[config.mk]
export PLATFORM = sky130hd
export DESIGN_NAME = inst_fetch
export DESIGN_NICKNAME = d
export VERILOG_FILES = /design/src/rtl/inst_fetch.sv
export SDC_FILE = /design/constraint.sdc
export NUM_CORES = 1
export LEC_CHECK = 0
export ABC_AREA = 0
export ABC_CLOCK_PERIOD_IN_PS = 1400
export CORE_MARGIN = 3
export CORE_UTILIZATION = 36
export DETAILED_ROUTE_END_ITERATION = 7
export PLACE_DENSITY = 0.8
export SETUP_SLACK_MARGIN = 0.3
export SYNTH_ARGS = -nofsm -noshare
export SYNTH_HDL_FRONTEND = slang
export SYNTH_SLANG_ARGS = --single-unit
[constraint.sdc]
create_clock -name clk -period 1.4 [get_ports clk]
set_input_delay 0.14 -clock clk [delete_from_list [all_inputs] [get_ports clk]]
set_output_delay 0.14 -clock clk [all_outputs]
set_load 0.005 [all_outputs]
[src/rtl/inst_fetch.sv]
// inst_fetch: single-outstanding instruction fetch unit.
//
// Requests one instruction word from instruction memory at PC_now, holds it
// in the inst register until downstream consumes it, then advances the PC to
// the externally computed PC_next. A consumed instruction with op_code 4'b0000
// stops fetching until reset.
//
// Ports
//   clk, rst_n     clock; asynchronous active-low reset
//   PC_next        next-PC value, loaded when inst is consumed
//   PC_now         current PC register
//   imem_req       fetch request (REQ state only)
//   imem_addr      fetch address, equal to PC_now
//   imem_gnt       memory accepted the request
//   imem_rvalid    imem_rdata valid this cycle
//   imem_rdata     returned instruction word
//   inst           held instruction register
//   inst_valid     inst awaiting consumption (HOLD state only)
//   inst_ready     downstream consumes inst this cycle
//   op_code        inst[IW-1:IW-4]
//   inst_addr      inst[7:0]
//   halted         fetch stopped on halt opcode
//   retire_cnt     wrapping count of consumed instructions
module inst_fetch #(
  parameter logic [7:0]  RESET_PC = 8'h00,
  parameter int unsigned IW       = 16
) (
  input  logic          clk,
  input  logic          rst_n,
  input  logic [7:0]    PC_next,
  output logic [7:0]    PC_now,
  output logic          imem_req,
  output logic [7:0]    imem_addr,
  input  logic          imem_gnt,
  input  logic          imem_rvalid,
  input  logic [IW-1:0] imem_rdata,
  output logic [IW-1:0] inst,
  output logic          inst_valid,
  input  logic          inst_ready,
  output logic [3:0]    op_code,
  output logic [7:0]    inst_addr,
  output logic          halted,
  output logic [7:0]    retire_cnt
);

  typedef enum logic [2:0] {
    IDLE,
    REQ,
    WAIT,
    HOLD,
    HALT
  } state_t;

  state_t state, state_nxt;
  logic   capture;
  logic   consume;

  always_ff @(posedge clk or negedge rst_n) begin
    if (!rst_n) begin
      state      <= IDLE;
      PC_now     <= RESET_PC;
      inst       <= '0;
      retire_cnt <= '0;
    end else begin
      state <= state_nxt;
      if (capture) begin
        inst <= imem_rdata;
      end
      if (consume) begin
        PC_now     <= PC_next;
        retire_cnt <= retire_cnt + 8'd1;
      end
    end
  end

  always_comb begin
    state_nxt  = state;
    imem_req   = 1'b0;
    inst_valid = 1'b0;
    halted     = 1'b0;
    capture    = 1'b0;
    consume    = 1'b0;
    case (state)
      IDLE: state_nxt = REQ;
      REQ: begin
        imem_req = 1'b1;
        if (imem_gnt) begin
          state_nxt = WAIT;
        end
      end
      WAIT: begin
        // rvalid is only meaningful here; stale responses elsewhere are dropped
        if (imem_rvalid) begin
          capture   = 1'b1;
          state_nxt = HOLD;
        end
      end
      HOLD: begin
        inst_valid = 1'b1;
        if (inst_ready) begin
          consume   = 1'b1;
          state_nxt = (op_code == 4'b0000) ? HALT : REQ;
        end
      end
      HALT: halted = 1'b1;
      default: state_nxt = IDLE;
    endcase
  end

  assign imem_addr = PC_now;
  assign op_code   = inst[IW-1 -: 4];
  assign inst_addr = inst[7:0];

endmodule

* Yosys cells after proc, flatten, opt, wreduce, memory -nomap -nowiden
Cells that the tools add are included.
** Operators by class
- Eq/ne operators :: 7
- Add/sub/neg operators :: 1
- Reduce and logical (&&, ||, !) cells :: 3
- Bitwise operators :: 1
- Mux-type cells :: 12
** Operators with widths (count)
- $pmux 3 s5 :: 1
- $mux 3 :: 4
- $add 8x1->8 const B :: 1
- $mux 1 :: 7
- $eq 3x2->1 const B :: 2
- $ne 2x2->1 const B :: 3
- $logic_not 4->1 :: 1
- $reduce_and 4->1 :: 1
- $eq 3x1->1 const B :: 1
- $eq 3x3->1 const B :: 1
- $logic_not 3->1 :: 1
- $not 1->1 :: 1
** Storage, ports and cells
- Register bits after elaboration :: 35
- Logic and storage cells :: 28

* Logic depth before layout (Yosys ltp)
- Depth after elaboration :: 4
- Depth in mapped cells :: 6
- Gate-level depth less buffers :: 4

* Worst setup path after synthesis
Ideal clock, no wire load.
- Kind :: register to register
- Start point :: register state[0]
- End point :: register inst[10]
- Library setup time :: 0.125 ns
- Path slack :: -0.047 ns
- Clock period less this slack :: 1.447 ns
- Required time :: 1.275 ns
- Arrival time :: 1.322 ns
- Cell stages (with the launch flop) :: 6
- Path buffers :: 3
- Cell sequence :: dfrtp_1 -> buf_6 -> nor4bb_4 -> buf_6 -> buf_12 -> mux2_4
** On the way
- Word-level cells in the longest chain between the ends :: 2
** Ends and longest elaborated chain
- start, declared :: line 54 : state_t state, state_nxt;
- start signal, assigned :: line 65 : state <= state_nxt;
- $eq 3x2->1 :: line 83 : case (state)
- $mux 1 :: line 83
- end signal, assigned :: line 67 : inst <= imem_rdata;
- end, declared :: line 37 : output logic [IW-1:0] inst,
No other way between the ends.
A chain may end at the register's enable or synchronous reset.

* Worst setup path after layout
- Start point :: register state[0]
- End point :: register inst[3]
The elaborated chain is that of the path after synthesis.

==> results.tsv <==
stage	metric	value	unit
run_status	status	complete, but fails checks	
run_status	violations	negative setup slack	
grt	grt_first_pass_wirelength	6820	um
critical_path	crit_arrival	1720	ps
sta	finalHoldViolCount	0	
floorplanning	ios	84	
cts	ctsLongestPathBuffers	2	
floorplanning	start_util	37.8	%
cells_and_area	final_layout_size_suffix_gt1_share	48.0	%
cts	numCtsBuffers	5	
power_and_ir_drop	power	5.78	mW
power_and_ir_drop	power_frac_comb	57.7	%
critical_path	critPathKind	reg -> reg	
cts	cts_tree	built	
route	drt_iter0_markers	20	
cells_and_area	regArea	878	um^2
logic_synthesis	syn-num-nets	167	
place	gp_congestion	0.667	
cells_and_area	syn2layout_area_growth	78.3	%
logic_synthesis	synthCells	137	
power_and_ir_drop	power.share.sequential	30.8	%
critical_path	crit_path_max_incr_delay	430	ps
grt	track_usage	16.4	%
sta	rsz0062_at_grt	yes	
route	drc	0	
place	dp_hpwl	2810	um
grt	grt_pass1_vias	1540	
sta	slew_headroom	70.5	%
floorplanning	fp.coreArea	4380	um^2
power_and_ir_drop	internal_power	3.98	mW
cts	cts-root-buf	clkbuf_8	
logic_synthesis	ys_warn_count	0	
sta	slew_violations	0	
grt	grt_start_max_net_pins	20	
cells_and_area	final_cell_mix	dfrtp_1, buf_6, buf_4, clkdlybuf4s50_1, clkdlybuf4s15_1	
run	max_cap_violations	0	
sta	period_needed	1560	ps
cts	clock-sinks	35	
logic_synthesis	syn_area	1660	um^2
critical_path	cp-start-kind	flop	
cts	htreeDepth	2	
critical_path	crit_fanout	11	
route	wl_per_cell	14.4	um
logic_synthesis	synth.distinct_cells	24	
cells_and_area	final_common_cell	dfrtp_1	
logic_synthesis	avgSynthCellArea	12.1	um^2
cts	clk_latency	270	ps
route	vias	1400	
sta	clock.fmax	641	MHz
place	dp_slack	-260	ps
power_and_ir_drop	peakVddDrop	1010	uV
floorplanning	row_count	24	
route	routed_wl	4400	um
cells_and_area	fill_cells	343	
critical_path	crit_slowest_cell	dfrtp_2	
cts	clk_pin_slew	70	ps
sta	final.setup.worst_slack	-160	ps
critical_path	crit_buf_inv	2	
critical_path	endpoint_kind	flop	
power_and_ir_drop	sw_frac_of_total	31.1	%
route	viasPerCell	4.58	
min_path	min_path_type	in -> async	
power_and_ir_drop	p_clk_share	11.5	%
cells_and_area	fin_nets	285	
cells_and_area	utilization	67.4	%
route	ant_nets	0	
floorplanning	die_w	73.8	um
logic_synthesis	ys_seq_area_share	52.9	%
critical_path	cpLargestDelayFamily	flip-flops	
sta	skew	4.92	ps
cells_and_area	antenna_cells	0	
floorplanning	die_h	73.8	um
route	firstDrtPassIters	3	
critical_path	cp_cell_sequence	buf_6, nor4bb_4, buf_12, mux2_2	
sta	setup_violations	23	
grt	gr-total-overflow	0	
grt	antenna_found_initial	0	
critical_path	crit_required	1560	ps
sta	period_share	111	%
cells_and_area	multiInputGateArea	677	um^2
floorplanning	die-area	5450	um^2
power_and_ir_drop	power_switching	1.80	mW
logic_synthesis	ys_ff_latch	35	
power_and_ir_drop	powerDensity	1960	nW/um^2
place	io_buffers	83	
power_and_ir_drop	p_leak	1.48	nW
sta	tightest_slew	443	ps
## per-layer routing
metal / vias to the layer above / share of wire [%] / routed length, um / GRT usage [%]
li1: 664 / - / - / -
met1: 673 / 38 / 1680 / 18.8
met2: 61 / 53 / 2340 / 28.4
met5: - / 0 / 0 / 0
met3: 2 / 8.0 / 351 / 5.34
met4: 0 / 0.41 / 18 / 5.43
## cell usage after synthesis, drive strengths merged
cell type	count	share of area, %
o21bai	1	0.45
nor4bb	1	1.5
mux2	16	13
nor3b	2	0.91
nand2b	1	0.38
nand4	3	1.1
nand3b	1	0.45
a21oi	2	0.60
buf	26	13
and3b	1	0.60
or4	1	0.45
and3	3	1.1
dfrtp	35	53
and4b	1	0.60
xnor2	7	3.7
ha	1	0.76
clkbuf	1	0.23
o22ai	1	0.38
nand2	32	7.3
nand4b	1	0.53
## power by group through the flow
stage / Sequential [mW] / Combinational [mW] / Clock (mW)
floorplan: 1.79 / 1.31 / 0
global placement: 1.82 / 2.57 / 0
detailed placement: 1.83 / 2.63 / 0
CTS: 1.75 / 2.96 / 0.684
global route: 1.84 / 3.60 / 0.726
finish: 1.78 / 3.33 / 0.663
## layout make-up
class	instances	share of cell area, %
flip-flops and latches	35	29.7
clock buffers	6	2.46
well taps	52	2.20
repair buffers	138	42.7
multi-input cells	75	22.9
## what timing repair did
item                                    in CTS  in global routing
hold buffers                                 1                  0
gates cloned                                 1                  0
gates resized for setup                    154                 45
endpoints found under the setup margin      89                 68
pin swaps                                   11                 11
hold endpoints to repair                    17                  0
setup buffers                               32                  7
## registers in the layout (all words and copies together), names as in the netlist
name and cells:
inst 16, PC_now 8, retire_cnt 8, state 3
## cell families (layout without fill, tap and decap cells)
family / Yosys count / after routing / synth area share, %
mux: 16 / 16 / 13.1
xor+xnor: 7 / 7 / 3.70
buf+inv: 27 / 144 / 13.1
simple gates: 47 / 47 / 15.0
fa+ha+maj: 1 / 1 / 0.755
compound gates: 4 / 4 / 1.44
flops: 35 / 35 / 52.9
## per-stage QoR
| stage | cells | setup TNS (ps) | area, um^2 | hold slack (ps) |
|---|---|---|---|---|
| 2_1_floorplan | 137 | -471 | 1670 | -156 |
| 3_3_place_gp | 259 | -3470 | 2450 | 106 |
| 3_5_place_dp | 259 | -4110 | 2450 | 115 |
| 4_1_cts | 299 | -2040 | 2790 | 341 |
| 5_1_grt | 306 | -3400 | 2950 | 363 |
| 6_report | 306 | -2090 | 2950 | 332 |
## path summary, 6_finish.rpt
check	startpoint	to	slack (ps)	cells after the start
min in group clk	PC_next[0]	PC_now[0]$_DFFE_PN0P_	410	3
max in group asynchronous	rst_n	inst[13]$_DFFE_PN0P_	540	3
hold / removal	rst_n	retire_cnt[7]$_DFFE_PN0P_	330	2
setup / recovery	state[0]$_DFFE_PN0P_	inst[3]$_DFFE_PN0P_	-160	4
hold reg to reg	PC_now[2]$_DFFE_PN0P_	PC_now[2]$_DFFE_PN0P_	510	2
setup reg to reg	state[0]$_DFFE_PN0P_	inst[3]$_DFFE_PN0P_	-160	4
(Power assumes the default switching activity.)
